[config.mk]
export PLATFORM = sky130hd
export DESIGN_NAME = char_rng_stream_flat
export DESIGN_NICKNAME = d
export VERILOG_FILES = /design/src/rtl/char_rng_stream_if.sv /design/src/rtl/char_rng_stream.sv /design/src/flat_wrapper.sv
export SDC_FILE = /design/constraint.sdc
export NUM_CORES = 2
export LEC_CHECK = 0
export ABC_AREA = 1
export BUFFER_PORTS_ARGS = -buffer_cell sky130_fd_sc_hd__buf_2
export CAP_MARGIN = 0
export CORE_MARGIN = 3
export CORE_UTILIZATION = 52
export CTS_BUF_LIST = sky130_fd_sc_hd__clkbuf_4
export CTS_CLUSTER_SIZE = 10
export DETAILED_ROUTE_END_ITERATION = 7
export HOLD_SLACK_MARGIN = 0.02
export PLACE_DENSITY = 0.69
export RECOVER_POWER = 50
export SYNTH_ARGS = -nofsm -noshare
export SYNTH_HDL_FRONTEND = slang
export SYNTH_SLANG_ARGS = --single-unit
[constraint.sdc]
create_clock -name clk -period 14.3 [get_ports clk]
set_input_delay 2.145 -clock clk [delete_from_list [all_inputs] [get_ports clk]]
set_output_delay 2.145 -clock clk [all_outputs]
set_load 0.02 [all_outputs]
[src/rtl/char_rng_stream_if.sv]
// char_rng_stream_if
// Character beat stream from the random character source to the text-RAM writer.
//   c_valid : producer -> consumer, c_out holds a valid beat
//   c_ready : consumer -> producer, beat accepted when both are high
//   c_out   : LANES characters, lane i at [i*CHAR_WIDTH +: CHAR_WIDTH]
interface char_rng_stream_if #(
    parameter int LANES      = 4,
    parameter int CHAR_WIDTH = 8
);
    logic                        c_valid;
    logic                        c_ready;
    logic [LANES*CHAR_WIDTH-1:0] c_out;

    modport master (output c_valid, output c_out, input  c_ready);
    modport slave  (input  c_valid, input  c_out, output c_ready);
endinterface

[src/rtl/char_rng_stream.sv]
// char_rng_stream
// Multi-lane pseudo-random character source. Each lane owns a 32-bit LCG;
// every generated beat maps the current lane states into [0, NUM_OF_CHARS)
// and then steps all lanes. Output uses a valid/ready handshake.
//
// Ports:
//   clk        : clock
//   reset_n    : asynchronous active-low reset
//   enable     : permit generation of new beats
//   seed_valid : load seed into all lanes, discard pending beat, clear beat_count
//   seed       : seed value (lane i gets seed ^ (i * 0x9E3779B9))
//   c_if       : beat stream (master side): c_valid, c_ready, c_out
//   beat_count : number of accepted beats since reset / last seed load
//
// Build option:
//   CHARGEN_TEMPER_EN : when defined, the character map uses the tempered
//                       value s ^ (s >> 15) instead of the raw state.
//
// state  | meaning
// -------+------------------------------------------------
// S_IDLE | no beat pending, c_valid = 0
// S_FULL | beat held on c_out, c_valid = 1 until accepted
module char_rng_stream #(
    parameter int          CHAR_WIDTH   = 8,
    parameter int          NUM_OF_CHARS = 96,
    parameter int          LANES        = 4,
    parameter logic [31:0] SEED_DEFAULT = 32'h0000_0001
) (
    input  logic              clk,
    input  logic              reset_n,
    input  logic              enable,
    input  logic              seed_valid,
    input  logic [31:0]       seed,
    char_rng_stream_if.master c_if,
    output logic [31:0]       beat_count
);

    if (NUM_OF_CHARS < 1 || NUM_OF_CHARS > (1 << CHAR_WIDTH)) begin : g_bad_nchars
        $error("char_rng_stream: NUM_OF_CHARS must be in 1..2^CHAR_WIDTH");
    end
    if (LANES < 1 || LANES > 16) begin : g_bad_lanes
        $error("char_rng_stream: LANES must be in 1..16");
    end

    localparam logic [31:0]         LCG_MUL     = 32'd1664525;
    localparam logic [31:0]         LCG_INC     = 32'd1013904223;
    localparam logic [31:0]         SEED_SPREAD = 32'h9E37_79B9;
    localparam logic [CHAR_WIDTH:0] NCHARS      = NUM_OF_CHARS[CHAR_WIDTH:0];

    // Scales the top 16 bits into [0, NUM_OF_CHARS). The product's top bit
    // is always zero because NUM_OF_CHARS <= 2^CHAR_WIDTH.
    function automatic logic [CHAR_WIDTH-1:0] map_char(input logic [31:0] s);
        logic [31:0]            t;
        logic [16+CHAR_WIDTH:0] prod;
`ifdef CHARGEN_TEMPER_EN
        t = s ^ (s >> 15);
`else
        t = s;
`endif
        prod = {{(CHAR_WIDTH+1){1'b0}}, t[31:16]} * {16'd0, NCHARS};
        return prod[16 +: CHAR_WIDTH];
    endfunction

    typedef enum logic {S_IDLE, S_FULL} state_t;

    state_t                      state_q;
    state_t                      state_d;
    logic                        c_valid;
    logic                        hs;
    logic                        adv;
    logic [LANES*CHAR_WIDTH-1:0] char_vec;
    logic [LANES*CHAR_WIDTH-1:0] c_out_q;

    assign c_valid     = (state_q == S_FULL);
    assign c_if.c_valid = c_valid;
    assign c_if.c_out   = c_out_q;
    assign hs          = c_valid && c_if.c_ready;

    always_ff @(posedge clk or negedge reset_n) begin
        if (!reset_n) begin
            state_q <= S_IDLE;
        end else begin
            state_q <= state_d;
        end
    end

    always_comb begin
        adv     = 1'b0;
        state_d = state_q;
        if (seed_valid) begin
            // Seed load discards any pending beat, even one accepted this cycle.
            state_d = S_IDLE;
        end else if (enable && (!c_valid || c_if.c_ready)) begin
            adv     = 1'b1;
            state_d = S_FULL;
        end else if (hs) begin
            state_d = S_IDLE;
        end
    end

    for (genvar g = 0; g < LANES; g++) begin : g_lane
        logic [31:0] s_q;

        always_ff @(posedge clk or negedge reset_n) begin
            if (!reset_n) begin
                s_q <= SEED_DEFAULT + 32'(g);
            end else if (seed_valid) begin
                s_q <= seed ^ (32'(g) * SEED_SPREAD);
            end else if (adv) begin
                s_q <= s_q * LCG_MUL + LCG_INC;
            end
        end

        assign char_vec[g*CHAR_WIDTH +: CHAR_WIDTH] = map_char(s_q);
    end

    always_ff @(posedge clk or negedge reset_n) begin
        if (!reset_n) begin
            c_out_q <= '0;
        end else if (adv) begin
            c_out_q <= char_vec;
        end
    end

    always_ff @(posedge clk or negedge reset_n) begin
        if (!reset_n) begin
            beat_count <= '0;
        end else if (seed_valid) begin
            beat_count <= '0;
        end else if (hs) begin
            beat_count <= beat_count + 32'd1;
        end
    end

endmodule

[src/flat_wrapper.sv]
// flat-port wrapper written by rule: the top's interface ports become plain ports
module char_rng_stream_flat 
#(
    parameter int          CHAR_WIDTH   = 8,
    parameter int          NUM_OF_CHARS = 96,
    parameter int          LANES        = 4,
    parameter logic [31:0] SEED_DEFAULT = 32'h0000_0001
)
  (clk, reset_n, enable, seed_valid, seed, beat_count, c_if_c_valid, c_if_c_out, c_if_c_ready);
  char_rng_stream_if #(.LANES(LANES), .CHAR_WIDTH(CHAR_WIDTH)) c_if_i ();
  input  logic clk;
  input  logic reset_n;
  input  logic enable;
  input  logic seed_valid;
  input  logic [31:0] seed;
  output logic [31:0] beat_count;
  output wire logic [$bits(c_if_i.c_valid)-1:0] c_if_c_valid;
  output wire logic [$bits(c_if_i.c_out)-1:0] c_if_c_out;
  input wire logic [$bits(c_if_i.c_ready)-1:0] c_if_c_ready;
  assign c_if_c_valid = c_if_i.c_valid;
  assign c_if_c_out = c_if_i.c_out;
  assign c_if_i.c_ready = c_if_c_ready;
  char_rng_stream #(.CHAR_WIDTH(CHAR_WIDTH), .NUM_OF_CHARS(NUM_OF_CHARS), .LANES(LANES), .SEED_DEFAULT(SEED_DEFAULT)) u_core (.clk(clk), .reset_n(reset_n), .enable(enable), .seed_valid(seed_valid), .seed(seed), .c_if(c_if_i), .beat_count(beat_count));
endmodule
[Word-level counts from Yosys, hierarchy flattened]
Cells that the tools add are included.
Cells by class
  add/sub/neg operators: 5
  $mul: 8
  muxes and demuxes: 15
  bitwise gates (word level): 3
  reductions and logical operators: 7
Operators with widths (count)
  two-way mux 32 bit: 10
  adder 32 x 30 -> 32 bit (second input constant): 4
  multiplier 32 x 21 -> 32 bit (second input constant): 4
  multiplier 16 x 2 -> 18 bit (second input constant): 4
  adder 32 x 1 -> 32 bit (second input constant): 1
  inverter 20 bit: 1
  inverter 19 bit: 1
  inverter 18 bit: 1
  two-way mux 1 bit: 5
  nonzero test 2 bit: 2
  nonzero test 3 bit: 1
  logical AND 1 bit: 2
  logical NOT 1 bit: 1
  logical OR 1 bit: 1
Storage, ports and cells
  register bits after elaboration: 189
  input port bits: 37
  output and inout port bits: 65
  logic and storage cells: 45

[Longest topological paths before layout]
  depth after elaboration: 7
  mapped depth: 28
  depth with buffers taken out: 28

[Worst setup path after synthesis]
OpenSTA, ideal clock, no wires.
  path kind: reg-to-reg
  start: register u_core.g_lane[2].s_q[1]
  end: register u_core.g_lane[2].s_q[31]
  library setup time: 119 ps
  arrival: 5594 ps
  required time: 14181 ps
  setup slack: 8587 ps
  stages on the path, launching flop included: 26
  path buffers: 0
  clock period less this slack: 5713 ps
  cell sequence: dfstp_2 -> inv_1 -> ha_1 -> xor2_1 -> inv_1 -> ha_1 -> fa_1 -> inv_1 -> fa_1 -> inv_1 -> fa_1 -> fa_1 -> inv_1 -> fa_1 -> inv_1 -> ha_1 -> nand2_1 -> nor2_1 -> a21oi_1 -> or2_2 -> nand2_1 -> nor2_1 -> nand3_1 -> nand2_1 -> nand2_1 -> nand2_1
Between the ends
  word-level cells in the longest chain between the ends: 4
RTL lines
  from (decl): line char_rng_stream.sv:102  | logic [31:0] s_q;
  from (signal assigned): line char_rng_stream.sv:106  | s_q <= SEED_DEFAULT + 32'(g);
  from (signal assigned): line char_rng_stream.sv:108  | s_q <= seed ^ (32'(g) * SEED_SPREAD);
  from (signal assigned): line char_rng_stream.sv:110  | s_q <= s_q * LCG_MUL + LCG_INC;
  multiplier 32 x 21 -> 32 bit: line char_rng_stream.sv:110
  adder 32 x 30 -> 32 bit: line char_rng_stream.sv:110
  two-way mux 32 bit: line char_rng_stream.sv:109  | end else if (adv) begin
  two-way mux 32 bit: line char_rng_stream.sv:107  | end else if (seed_valid) begin
Every way passes these cells. The select of a mux whose other input is x is not followed.
A chain may end at the register's enable or synchronous reset.

[Final worst setup path]
  start: input port seed_valid
  end: register u_core.g_lane[0].s_q[14]
Between the ends
  word-level cells in the longest chain between the ends: 2
  elaborated cells between the ends (all ways): 3
  classes of those cells: mux (2); reduce/logical (1)
RTL lines
  from (decl): line flat_wrapper.sv:14  | input logic seed_valid;
  two-way mux 1 bit: line char_rng_stream.sv:90  | if (seed_valid) begin
  nonzero test 2 bit (no source line)
  to (signal assigned): line char_rng_stream.sv:106
  to (signal assigned): line char_rng_stream.sv:108
  to (signal assigned): line char_rng_stream.sv:110
  to (decl): line char_rng_stream.sv:102
Several ways; a longest one is shown, not always the timed one.

==> run_summary.xml <==
<?xml version="1.0" encoding="UTF-8"?>
<metrics>
  <group name="run_status">
    <metric name="status" unit="">finished with violations</metric>
    <metric name="violations" unit="">max-capacitance violations, max-slew violations</metric>
  </group>
  <group name="timing">
    <metric name="maxClockFrequency" unit="MHz">119</metric>
    <metric name="timing.setup.tns" unit="ns">0</metric>
    <metric name="timing.final.crit_share" unit="%">58.7</metric>
    <metric name="timing.slew.headroom" unit="%">-238</metric>
    <metric name="worst-slew-pin-transition" unit="ns">5.08</metric>
    <metric name="min_period" unit="ns">8.39</metric>
    <metric name="setup_repair_after_global_routing_missed_its_margin" unit="">false</metric>
    <metric name="timing_max_transition_violations_final" unit="">336</metric>
    <metric name="finalHoldViolCount" unit="">0</metric>
    <metric name="setup_viol" unit="">0</metric>
    <metric name="finalClockSkew" unit="ns">0.0412</metric>
  </group>
  <group name="finish">
    <metric name="fraction_of_final_layout_cells_sized_beyond_drive_strength_1" unit="%">4.20</metric>
    <metric name="final_net_count" unit="">6219</metric>
    <metric name="layout.core_utilization" unit="%">55.6</metric>
    <metric name="fillers" unit="">7087</metric>
    <metric name="synthesis_to_finish_area_growth" unit="%">4.97</metric>
    <metric name="area.sequential" unit="mm2">0.00474</metric>
    <metric name="multi_input_comb_area" unit="mm2">0.0300</metric>
  </group>
  <group name="run">
    <metric name="cap_violations" unit="">7</metric>
  </group>
  <group name="worst_hold_path">
    <metric name="worst_hold_path.endpoint" unit="">u_core.c_if.c_out[13]$_DFFE_PN0P_</metric>
    <metric name="hold_path_class" unit="">flop to flop</metric>
    <metric name="hp-start" unit="">u_core.c_if.c_out[13]$_DFFE_PN0P_</metric>
    <metric name="min_delay_path_depth" unit="">2</metric>
  </group>
  <group name="floorplan">
    <metric name="floorplan.die.width" unit="um">283</metric>
    <metric name="die-height" unit="um">283</metric>
    <metric name="core.rowCount" unit="">100</metric>
    <metric name="die-area" unit="mm2">0.0800</metric>
    <metric name="initial_core_util" unit="%">53.0</metric>
    <metric name="ioPinCount" unit="">102</metric>
    <metric name="core_region_area" unit="mm2">0.0752</metric>
  </group>
  <group name="clocking">
    <metric name="cts-root-buf" unit="">clkbuf_4</metric>
    <metric name="htree_levels" unit="">4</metric>
    <metric name="cts-resized-gates" unit="">0</metric>
    <metric name="inserted_clock_buffers" unit="">17</metric>
    <metric name="cts_setup_buffers" unit="">0</metric>
    <metric name="cts_sinks" unit="">189</metric>
    <metric name="cts_tree" unit="">yes</metric>
    <metric name="ctsLongestPathBuffers" unit="">2</metric>
    <metric name="clk-insertion-delay-late" unit="ns">0.83</metric>
    <metric name="cts-hold-fix-buffers" unit="">0</metric>
    <metric name="clk_transition_reported_paths" unit="ns">0.22</metric>
  </group>
  <group name="yosys">
    <metric name="netlist.top_cell.by_area" unit="">fa_1</metric>
    <metric name="area_fraction_of_the_dominant_cell_type_after_synthesis" unit="%">28.7</metric>
    <metric name="netlist_top_cells_area" unit="">fa_1 (29%), ha_1 (21%), inv_1 (12%)</metric>
    <metric name="synth_sequential_area_ratio" unit="%">11.9</metric>
    <metric name="synth_enable_flop_cells" unit="">0</metric>
    <metric name="synthTopCellsByCount" unit="">inv_1 (1301), ha_1 (673), nand2_1 (670)</metric>
    <metric name="yosys.cell_types.count" unit="">52</metric>
    <metric name="syn_area" unit="mm2">0.0398</metric>
    <metric name="dominantRegCellSynth" unit="">dfrtp_1</metric>
    <metric name="synth_warnings" unit="">0</metric>
    <metric name="ys_seq_elements" unit="">189</metric>
    <metric name="async_reset_ff_share" unit="%">100</metric>
    <metric name="postSynthAreaPerCell" unit="um2">8.21</metric>
    <metric name="synth.most_common_cell" unit="">inv_1</metric>
    <metric name="synthCells" unit="">4852</metric>
  </group>
  <group name="detailed_routing">
    <metric name="vias_per_cell" unit="">5.37</metric>
    <metric name="finalWirelength" unit="um">122000</metric>
    <metric name="wl_per_cell" unit="um">20.4</metric>
    <metric name="antenna_violating_nets_post_route" unit="">0</metric>
    <metric name="initialDrtViolationCount" unit="">2604</metric>
    <metric name="detailedRoute.firstPassIterationCount" unit="">8</metric>
    <metric name="via_count" unit="">32100</metric>
    <metric name="drcViolationCount" unit="">0</metric>
  </group>
  <group name="global_routing">
    <metric name="antenna_found_initial" unit="">8</metric>
    <metric name="grtUsageMet3" unit="%">4.99</metric>
    <metric name="grt_start_max_net_pins" unit="">86</metric>
    <metric name="first_global_vias" unit="">32600</metric>
    <metric name="gr-usage-all-layers" unit="%">31.7</metric>
    <metric name="global_route.overflow_total" unit="">0</metric>
    <metric name="met1_usage" unit="%">44.0</metric>
    <metric name="busiest_layer" unit="">met2</metric>
    <metric name="grt_first_pass_wirelength" unit="um">191000</metric>
    <metric name="met2_usage" unit="%">50.6</metric>
  </group>
  <group name="critical_path">
    <metric name="regToRegEndpoint" unit="">u_core.g_lane[0].s_q[25]$_DFFE_PN0P_</metric>
    <metric name="cp-end-kind" unit="">flop</metric>
    <metric name="rr_worst_depth" unit="">24</metric>
    <metric name="reg2reg_setup_slack" unit="ns">7.77</metric>
    <metric name="startpoint_of_the_worst_register_to_register_path" unit="">u_core.g_lane[0].s_q[1]$_DFFE_PN0P_</metric>
    <metric name="worst_ep_arrival_time" unit="ns">9.11</metric>
    <metric name="timing.critical_path.required" unit="ns">15.02</metric>
    <metric name="critical_path_class" unit="">primary input to flop</metric>
    <metric name="worstPathMaxFanout" unit="">42</metric>
    <metric name="cp-start-kind" unit="">primary input</metric>
  </group>
  <group name="placed_design">
    <metric name="post-dp-hpwl" unit="um">104000</metric>
    <metric name="io_buffer_count" unit="">97</metric>
    <metric name="gp_routability_congestion" unit="">1.00</metric>
  </group>
</metrics>
critical path, cell delays in order:
cell and delay, ns:
clkbuf_1 1.10, clkbuf_1 1.17, nor2_4 0.04, inv_1 0.59, clkbuf_1 2.00, nand2_1 1.25, o21ai_0 0.52, o21ai_0 0.17
sequential cells by signal, indices dropped and copies added, names as in the netlist:
register	cells
u_core.c_if.c_out	28
u_core.c_if.c_valid	1
u_core.g_lane.s_q	128
u_core.beat_count	32
final cells by class:
class                   count  share of cell area (%)
diodes                      9                  0.0538
clock buffers              17                   0.305
clock inverters            15                   0.404
inverters                1304                    11.7
multi-input cells        3314                    71.8
flip-flops and latches    189                    11.3
well taps                1020                    3.05
repair buffers            111                    1.37
cells by family after synthesis:
group,synth area share [%]
xor+xnor,2.04
flops,11.9
simple gates,14.3
other cells,0.00941
compound gates,9.04
fa+ha+maj,49.9
buf+inv,12.8
per-layer routing:
| metal | share of wire (%) | wire length, um | vias up |
|---|---|---|---|
| met5 | 0.012 | 15 | - |
| met3 | 6.9 | 8400 | 204 |
| met1 | 44 | 53400 | 15600 |
| met2 | 46 | 55800 | 1059 |
| met4 | 3.8 | 4620 | 2 |
| li1 | - | - | 15200 |
per-stage QoR:
step / setup WS (ns) / instance area, um2 / hold slack (ns) / std cells
6_report: 5.91 / 41800 / 0.499 / 5979
2_1_floorplan: 8.59 / 39900 / 0.530 / 4855
5_1_grt: 4.95 / 41800 / 0.523 / 5975
3_5_place_dp: 7.91 / 41500 / 0.461 / 5938
3_3_place_gp: 8.00 / 41500 / 0.459 / 5938
4_1_cts: 7.89 / 41800 / 0.506 / 5970
layout by cell type, fill, tap and decap left out, drive strengths merged, types with 7 or more instances in the layout:
cell,count
inv,1310
ha,673
nand2,673
fa,572
a21oi,304
nor2,284
o21ai,215
nand3,190
dfrtp,184
buf,105
nand4,59
xnor2,47
xor2,46
nor3,40
or2,34
a22oi,28
o21bai,27
nand3b,24
clkbuf,23
a31oi,17
o21a,14
diode,9
a21o,9
o211ai,9
nor4,9
a211oi,7
how the worst max path moves through the flow:
stage / start / endpoint / slack, ns
2_1_floorplan: u_core.g_lane[2].s_q[1]$_DFFE_PN1P_ / u_core.g_lane[2].s_q[31]$_DFFE_PN0P_ / 8.59
3_3_place_gp: u_core.g_lane[0].s_q[1]$_DFFE_PN0P_ / u_core.g_lane[0].s_q[25]$_DFFE_PN0P_ / 8.00
3_5_place_dp: u_core.g_lane[0].s_q[1]$_DFFE_PN0P_ / u_core.g_lane[0].s_q[25]$_DFFE_PN0P_ / 7.91
4_1_cts: u_core.g_lane[0].s_q[1]$_DFFE_PN0P_ / u_core.g_lane[0].s_q[25]$_DFFE_PN0P_ / 7.89
5_1_grt: reset_n / u_core.g_lane[1].s_q[17]$_DFFE_PN0P_ / 4.95
6_report: seed_valid / u_core.g_lane[0].s_q[14]$_DFFE_PN0P_ / 5.91
Power is left out: the tool's default activity adds up to more than one toggle a clock period on the data nets, which glitch-free logic cannot reach.
